`src/rtl/led_writer.sv`:
```
// rtl/led_writer.sv - Avalon-MM LED driver: hold/blink/rotate a pattern off an internal tick counter
// Optional LED_PWM_EN: CTRL[15:8] duty gates led against a free-running 8-bit pwm_cnt.
module led_writer #(
  parameter int               LED_W      = 10,
  parameter int               CNT_W      = 24,
  parameter logic [CNT_W-1:0] PERIOD_RST = 24'd12_499_999
) (
  input  logic             clk,
  input  logic             reset_n,
  input  logic [1:0]       address,
  input  logic             chipselect,
  input  logic             read,
  input  logic             write,
  input  logic [31:0]      writedata,
  output logic [31:0]      readdata,
  output logic [LED_W-1:0] led
);

  logic [LED_W-1:0] data_q;
  logic             blink_en;
  logic             rotate_en;
  logic             rotate_dir;
  logic [CNT_W-1:0] period_q;
  logic [CNT_W-1:0] cnt;
  logic             phase;
  logic             wr_en;
  logic             rd_en;
  logic             restart;
  logic             wrap;
  logic             tick;
  logic [7:0]       ctrl_hi;
  logic [LED_W-1:0] gate;
  logic [31:0]      rd_mux;
  logic             unused_wdata;

  assign wr_en        = chipselect && write;
  assign rd_en        = chipselect && read;
  assign unused_wdata = ^writedata;

  // A PERIOD or SYNC write restarts the timebase and suppresses that cycle's tick.
  assign restart = wr_en && ((address == 2'd2) || (address == 2'd3));
  assign wrap    = (cnt == period_q);
  assign tick    = wrap && !restart;

  always_ff @(posedge clk or negedge reset_n) begin
    if (!reset_n) begin
      cnt <= '0;
    end else if (restart || wrap) begin
      cnt <= '0;
    end else begin
      cnt <= cnt + CNT_W'(1);
    end
  end

  always_ff @(posedge clk or negedge reset_n) begin
    if (!reset_n) begin
      data_q     <= '0;
      blink_en   <= 1'b0;
      rotate_en  <= 1'b0;
      rotate_dir <= 1'b0;
      period_q   <= PERIOD_RST;
    end else begin
      // Bus write to DATA beats a coincident rotate tick.
      if (wr_en && (address == 2'd0)) begin
        data_q <= writedata[LED_W-1:0];
      end else if (tick && rotate_en) begin
        data_q <= rotate_dir ? {data_q[0], data_q[LED_W-1:1]}
                             : {data_q[LED_W-2:0], data_q[LED_W-1]};
      end
      if (wr_en && (address == 2'd1)) begin
        {rotate_dir, rotate_en, blink_en} <= writedata[2:0];
      end
      if (wr_en && (address == 2'd2)) begin
        period_q <= writedata[CNT_W-1:0];
      end
    end
  end

  always_ff @(posedge clk or negedge reset_n) begin
    if (!reset_n) begin
      phase <= 1'b1;
    end else if ((wr_en && (address == 2'd3)) || !blink_en) begin
      phase <= 1'b1;
    end else if (tick) begin
      phase <= ~phase;
    end
  end

`ifdef LED_PWM_EN
  logic [7:0] duty;
  logic [7:0] pwm_cnt;

  always_ff @(posedge clk or negedge reset_n) begin
    if (!reset_n) begin
      duty    <= 8'hFF;
      pwm_cnt <= 8'h00;
    end else begin
      pwm_cnt <= pwm_cnt + 8'd1;
      if (wr_en && (address == 2'd1)) begin
        duty <= writedata[15:8];
      end
    end
  end

  assign gate    = {LED_W{pwm_cnt < duty}};
  assign ctrl_hi = duty;
`else
  assign gate    = '1;
  assign ctrl_hi = 8'h00;
`endif

  always_comb begin
    rd_mux = 32'h0;
    case (address)
      2'd0:    rd_mux = {{(32-LED_W){1'b0}}, data_q};
      2'd1:    rd_mux = {16'h0, ctrl_hi, 5'b0, rotate_dir, rotate_en, blink_en};
      2'd2:    rd_mux = {{(32-CNT_W){1'b0}}, period_q};
      default: rd_mux = {31'h0, phase};
    endcase
  end

  always_ff @(posedge clk or negedge reset_n) begin
    if (!reset_n) begin
      readdata <= 32'h0;
      led      <= '0;
    end else begin
      if (rd_en) begin
        readdata <= rd_mux;
      end
      led <= (phase ? data_q : '0) & gate;
    end
  end

endmodule

```
`config.mk`:
```
export PLATFORM = sky130hd
export DESIGN_NAME = led_writer
export DESIGN_NICKNAME = d
export VERILOG_FILES = /design/src/rtl/led_writer.sv
export SDC_FILE = /design/constraint.sdc
export NUM_CORES = 1
export LEC_CHECK = 0
export ABC_AREA = 1
export BUFFER_PORTS_ARGS = -buffer_cell sky130_fd_sc_hd__buf_4
export CORE_MARGIN = 8
export CORE_UTILIZATION = 56
export CTS_BUF_LIST = sky130_fd_sc_hd__clkbuf_16
export CTS_CLUSTER_DIAMETER = 120
export DETAILED_ROUTE_END_ITERATION = 10
export PLACE_DENSITY = 0.79
export SETUP_SLACK_MARGIN = 0.02
export SLEW_MARGIN = 20
export SYNTH_ARGS = -nofsm -noshare
export SYNTH_HDL_FRONTEND = slang
export SYNTH_SLANG_ARGS = --single-unit
```
`constraint.sdc`:
```
create_clock -name clk -period 2 [get_ports clk]
set_input_delay 0.4 -clock clk [delete_from_list [all_inputs] [get_ports clk]]
set_output_delay 0.4 -clock clk [all_outputs]
set_load 0.03 [all_outputs]
```
==> impl_metrics.env, run 1 <==
export IMPL_status="finished, final reports clean"
export IMPL_antenna_left=0
export IMPL_p_sw_mw=1.94
export IMPL_reg2regPathDepth=9
export IMPL_drc=0
export IMPL_area_growth_pct=20.1
export IMPL_synth_distinct_cells=32
export IMPL_swShare_pct=34.2
export IMPL_crit_arrival_ns=2.09
export IMPL_yosys_register_bits=96
export IMPL_yosys_warnings=0
export IMPL_drive_gt1_share_pct=20.5
export IMPL_path_class="flop to flop"
export IMPL_pin_count=81
export IMPL_cp_startpoint="period_q[4]"
export IMPL_min_delay_path_class="primary input to async pin"
export IMPL_grt_pass1_vias=3793
export IMPL_pwr_share_seq_pct=46.2
export IMPL_grt_util_all_layers_pct=20.1
export IMPL_ctsLongestPathBuffers=2
export IMPL_clock_sink_count=96
export IMPL_critPathRequiredTime_ns=2.23
export IMPL_cts_root_buf="clkbuf_16"
export IMPL_insertion_delay_ns=0.34
export IMPL_grt_pass1_wl_microns=18700
export IMPL_finalPower_mw=5.67
export IMPL_tightest_slew_ns=0.629
export IMPL_synth_commonest_cells="155 x nand2_1, 79 x dfrtp_1, 66 x inv_1, 56 x nor2_1, 41 x o21ai_0"
export IMPL_worstReg2RegStart="period_q[4]"
export IMPL_start_kind="flop"
export IMPL_die_w_microns=108
export IMPL_fin_crit_sh_pct=93.2
export IMPL_start_util_pct=57.8
export IMPL_finalWeightedCongestion=0.891
export IMPL_htree_levels=3
export IMPL_nets=683
export IMPL_peakVddDrop_uv=601
export IMPL_die_area_sq_um=11700
export IMPL_syn_inst=571
export IMPL_intPower_mw=3.73
export IMPL_power_density_nw_per_um2=994
export IMPL_dr_first_iter_drc_count=237
export IMPL_row_count=33
export IMPL_first_pass_iters=7
export IMPL_dp_hpwl_microns=8590
export IMPL_final_setup_skew_ns=0.00757
export IMPL_grt_max_degree=97
export IMPL_max_freq_mhz=537
export IMPL_synthArstFlopShare_pct=100
export IMPL_fin_setup_tns_ns=0
export IMPL_yosys_area_top_type="dfrtp_1"
export IMPL_cts_setup_buffers=0
export IMPL_cts_tree="built"
export IMPL_antenna_found_initial=0
export IMPL_setup_violations=0
export IMPL_synth_avg_cell_area_sq_um=8.31
export IMPL_cap_violations=0
export IMPL_synth_area_sq_um=4750
export IMPL_cts_buffers=9
export IMPL_clkSlewWorstSetupHoldPaths_ns=0.07
export IMPL_num_vias=3979
export IMPL_critPathCapture="data_q[7]"
export IMPL_leakagePower_nw=2.91
export IMPL_grt_setup_unrepaired="false"
export IMPL_timing_final_crit_period_ns=1.86
export IMPL_portBuffers=64
export IMPL_yosysSeqAreaShare_pct=51.1
export IMPL_synth_edff_count=0
export IMPL_r2r_end="data_q[7]"
export IMPL_yosys_top_cells_area="dfrtp_1 42%, nand2_1 12%, dfstp_2 9.4%, inv_1 5.2%, nor2_1 4.4%"
export IMPL_synth_most_common_cell="nand2_1"
export IMPL_hold_ws_ns=0.0874
export IMPL_ff2ff_setup_slack_ns=0.14
export IMPL_combPwrFrac_pct=24.5
export IMPL_synth_flop_cell="dfrtp_1"
export IMPL_core_area_sq_um=8220
export IMPL_finalHoldViolCount=0
export IMPL_wl_per_cell_microns=15.2
export IMPL_worstPathMaxFanout=9
export IMPL_yosysTopAreaCellShare_pct=41.6
export IMPL_die_h_microns=108
export IMPL_routed_via_density=5.28
export IMPL_fillers=625
export IMPL_grt_ovfl_total=0
export IMPL_final_core_utilization_pct=69.4
export IMPL_final_max_slew_viol_count=0
export IMPL_num_antenna_cells=0
export IMPL_wl_microns=11400
export IMPL_p_clk_share_pct=29.3
export IMPL_maxSlewHeadroom_pct=58.1
export IMPL_end_kind="flop"
-- flip-flops by register name, summed over array words and instances, names as in the netlist --
signal and cells:
cnt 24, period_q 24, readdata 24, data_q 10, led 10, blink_en 1
phase 1, rotate_dir 1, rotate_en 1
-- metrics by stage --
step	setup WS [ns]	instance area, sq um	std cells
5_1_grt	0.0599	5700	753
4_1_cts	0.0361	5680	753
3_5_place_dp	0.0790	5390	737
6_report	0.137	5700	753
2_1_floorplan	0.450	4770	578
3_3_place_gp	0.136	5390	737
-- worst max-delay path, cell delays in order, from the launching register on --
cell,delay (ns)
dfstp_2,0.55
xnor2_1,0.17
nand2_1,0.11
nor2_1,0.12
nand2_1,0.12
nor2_4,0.16
nand4_4,0.19
buf_4,0.21
nand3_1,0.07
nand2_1,0.06
-- power by group through the flow --
stage / Combinational (mW) / Sequential [mW] / Clock [mW]
finish: 1.39 / 2.62 / 1.66
global placement: 1.35 / 2.64 / 0
detailed placement: 1.38 / 2.65 / 0
CTS: 1.40 / 2.62 / 1.68
floorplan: 0.676 / 2.82 / 0
global route: 1.53 / 2.66 / 1.76
-- routing by layer --
metal,up-vias,global-route usage (%),share of wire (%)
met3,18,3.69,7.2
met5,-,0,0
met1,1875,26.4,42
met2,155,32.9,49
met4,0,6.34,1.3
li1,1931,-,-
-- worst min path at each step --
stage,depth (start not counted),to,startpoint,slack (ns)
global route,2,readdata[14],reset_n,0.15
finish,2,readdata[14],reset_n,0.09
global placement,1,phase,blink_en,0.45
detailed placement,1,phase,blink_en,0.47
CTS,2,led[5],reset_n,0.13
floorplan,0,blink_en,reset_n,0.10
-- layout by cell type (no fill, tap or decap), types with 8 or more instances in the layout --
cell,instances
o211ai_1,15
conb_1,8
nand3_1,24
nor2_1,56
inv_1,66
xor2_1,16
dfrtp_1,79
o21ai_0,41
a21oi_1,16
dfstp_2,17
clkbuf_16,9
nand4_1,9
nand2_1,155
xnor2_1,17
buf_4,78
-- area by class of cell --
cell class                 count  area [sq um]  share of cell area [%]
multi-input combinational    388          1960                    34.4
clock inverter                 7          61.3                    1.08
clock buffer                   9           225                    3.95
inverter                      67           251                    4.41
sequential                    96          2420                    42.5
tap                          105           131                    2.31
timing repair buffer          81           646                    11.3
-- kinds of logic (layout without fill, tap and decap cells) --
family | count (synthesis) | after routing | synth area share [%]
xor gates and xnor gates | 33 | 33 | 6.09
and+or+nand+nor | 273 | 273 | 25.4
AOI/OAI and AO/OA | 73 | 73 | 8.51
other | 1 | 8 | 0.0790
DFF | 96 | 96 | 51.1
buffers and inverters | 94 | 164 | 8.59
adders and majority gates | 1 | 1 | 0.264
-- what timing repair did --
action                                  CTS  global route
endpoints found under the setup margin    0            10
resized for setup                         0             3
hold buffers                              0             0
Power figures use the tool's default switching activity.
==> inputs of run 2 (changes only) <==
Settings changed: CELL_PAD_IN_SITES_DETAIL_PLACEMENT set to 1, CELL_PAD_IN_SITES_GLOBAL_PLACEMENT set to 2, CORE_UTILIZATION 56 to 33, PLACE_DENSITY 0.79 to 0.78.
==> run 2 against run 1 <==
Compared with the run above:
- clock skew is 0.0011 ns higher
- register-to-register slack better by 0.04 ns
- flip-flop and latch count stayed put
- clock-buffer cell count stayed put
- largest power group unchanged
- critical path type unchanged
==> impl_metrics.env, run 2 (same netlist as run 1, synthesis figures left out) <==
export IMPL_r2r_end="cnt[22]"
export IMPL_hold_ws_ns=0.0232
export IMPL_p_sw_mw=1.95
export IMPL_critPathRequiredTime_ns=2.25
export IMPL_routed_via_density=4.71
export IMPL_cp_startpoint="cnt[0]"
export IMPL_crit_arrival_ns=2.07
export IMPL_reg_largest_list="cnt (24), period_q (24), readdata (24)"
export IMPL_seq_area_sq_um=2420
export IMPL_final_max_slew_viol_count=0
export IMPL_intPower_mw=3.71
export IMPL_dpl_cell_area_sq_um=5490
export IMPL_final_setup_skew_ns=0.00867
export IMPL_ctsResizeCount=0
export IMPL_hold_buffers=0
export IMPL_end_kind="flop"
export IMPL_worstPathMaxFanout=5
export IMPL_drc=0
export IMPL_fillers=1763
export IMPL_leakagePower_nw=2.89
export IMPL_first_pass_iters=4
export IMPL_insertion_delay_ns=0.35
export IMPL_clock_sink_count=96
export IMPL_row_count=44
export IMPL_cts_buffers=9
export IMPL_antenna_left=0
export IMPL_dp_hpwl_microns=10200
export IMPL_final_cells=832
export IMPL_swShare_pct=34.5
export IMPL_timing_final_crit_period_ns=1.82
export IMPL_power_density_nw_per_um2=982
export IMPL_grt_pass1_wl_microns=22300
export IMPL_clkSlewWorstSetupHoldPaths_ns=0.07
export IMPL_grt_setup_unrepaired="false"
export IMPL_die_h_microns=136
export IMPL_max_freq_mhz=549
export IMPL_wl_microns=13300
export IMPL_critPathCapture="cnt[22]"
export IMPL_start_kind="flop"
export IMPL_grt_util_all_layers_pct=15.3
export IMPL_final_common_cell="nand2_1"
export IMPL_antenna_found_initial=0
export IMPL_tightest_slew_ns=0.677
export IMPL_die_w_microns=136
export IMPL_drive_gt1_share_pct=20.2
export IMPL_grt_pass1_vias=4294
export IMPL_area_growth_pct=21.5
export IMPL_final_core_utilization_pct=40.3
export IMPL_placed_cells=816
export IMPL_nets=683
export IMPL_dr_first_iter_drc_count=138
export IMPL_maxSlewHeadroom_pct=54.9
export IMPL_multi_input_area_sq_um=1940
export IMPL_die_area_sq_um=18500
export IMPL_ff2ff_setup_slack_ns=0.18
export IMPL_cts_root_buf="clkbuf_16"
export IMPL_finalWeightedCongestion=0.782
export IMPL_worstReg2RegStart="cnt[0]"
export IMPL_p_clk_share_pct=28.9
export IMPL_finalHoldViolCount=0
export IMPL_finalPower_mw=5.66
export IMPL_post_place_ws_ns=0.189
export IMPL_fin_setup_tns_ns=0
export IMPL_grt_ovfl_total=0
export IMPL_peakVddDrop_uv=421
export IMPL_num_vias=3921
export IMPL_design_area_sq_um=5770
export IMPL_cts_tree="built"
export IMPL_fin_ws_ns=0.178
export IMPL_pin_count=81
export IMPL_cap_violations=0
export IMPL_wl_per_cell_microns=16.0
export IMPL_htree_levels=3
export IMPL_reg2regPathDepth=9
export IMPL_cts_setup_buffers=0
export IMPL_start_util_pct=33.2
export IMPL_num_antenna_cells=0
export IMPL_min_delay_path_class="primary input to async pin"
export IMPL_pwr_share_seq_pct=46.5
export IMPL_ctsLongestPathBuffers=2
export IMPL_setup_violations=0
export IMPL_layout_common_cells="155 x nand2_1, 79 x dfrtp_1, 78 x buf_4, 67 x inv_1, 56 x nor2_1"
export IMPL_status="finished, final reports clean"
export IMPL_fin_crit_sh_pct=91.1
export IMPL_grt_max_degree=38
export IMPL_portBuffers=64
export IMPL_core_area_sq_um=14300
export IMPL_combPwrFrac_pct=24.6
export IMPL_path_class="flop to flop"
run 2: layer usage:
| layer | up-vias | GRT usage (%) | share of wire, % |
|---|---|---|---|
| met5 | - | 0 | 0 |
| met4 | 0 | 5.19 | 1.9 |
| met3 | 17 | 3.92 | 3.9 |
| met2 | 65 | 26.6 | 50 |
| met1 | 1908 | 18.1 | 45 |
| li1 | 1931 | - | - |
run 2: layout make-up:
class / instances / share of cell area [%]
inverter: 67 / 4.36
clock inverter: 7 / 0.846
tap: 184 / 3.99
multi-input combinational: 388 / 33.7
clock buffer: 9 / 3.91
sequential: 96 / 42.0
timing repair buffer: 81 / 11.2
run 2: power groups by stage:
stage               Combinational, mW  Sequential (mW)  Clock (mW)
finish                           1.39             2.63        1.64
global route                     1.56             2.69        1.75
CTS                              1.43             2.64        1.69
detailed placement               1.41             2.67           0
global placement                 1.37             2.66           0
floorplan                       0.676             2.82           0
run 2: worst min path at each step:
stage,slack (ns),to,startpoint
finish,0.02,readdata[12],reset_n
global placement,0.42,readdata[12],reset_n
CTS,0.04,cnt[13],reset_n
floorplan,0.10,blink_en,reset_n
detailed placement,0.42,readdata[12],reset_n
global route,0.05,readdata[12],reset_n
run 2: critical path: stages (launching register included):
cell and delay, ns:
dfrtp_1 0.44, ha_1 0.24, nand3_2 0.13, nor2_2 0.15, nand2_2 0.09, nor2_4 0.17, nand2_4 0.11, nor3_4 0.15
nand2_1 0.07, nor3b_2 0.16
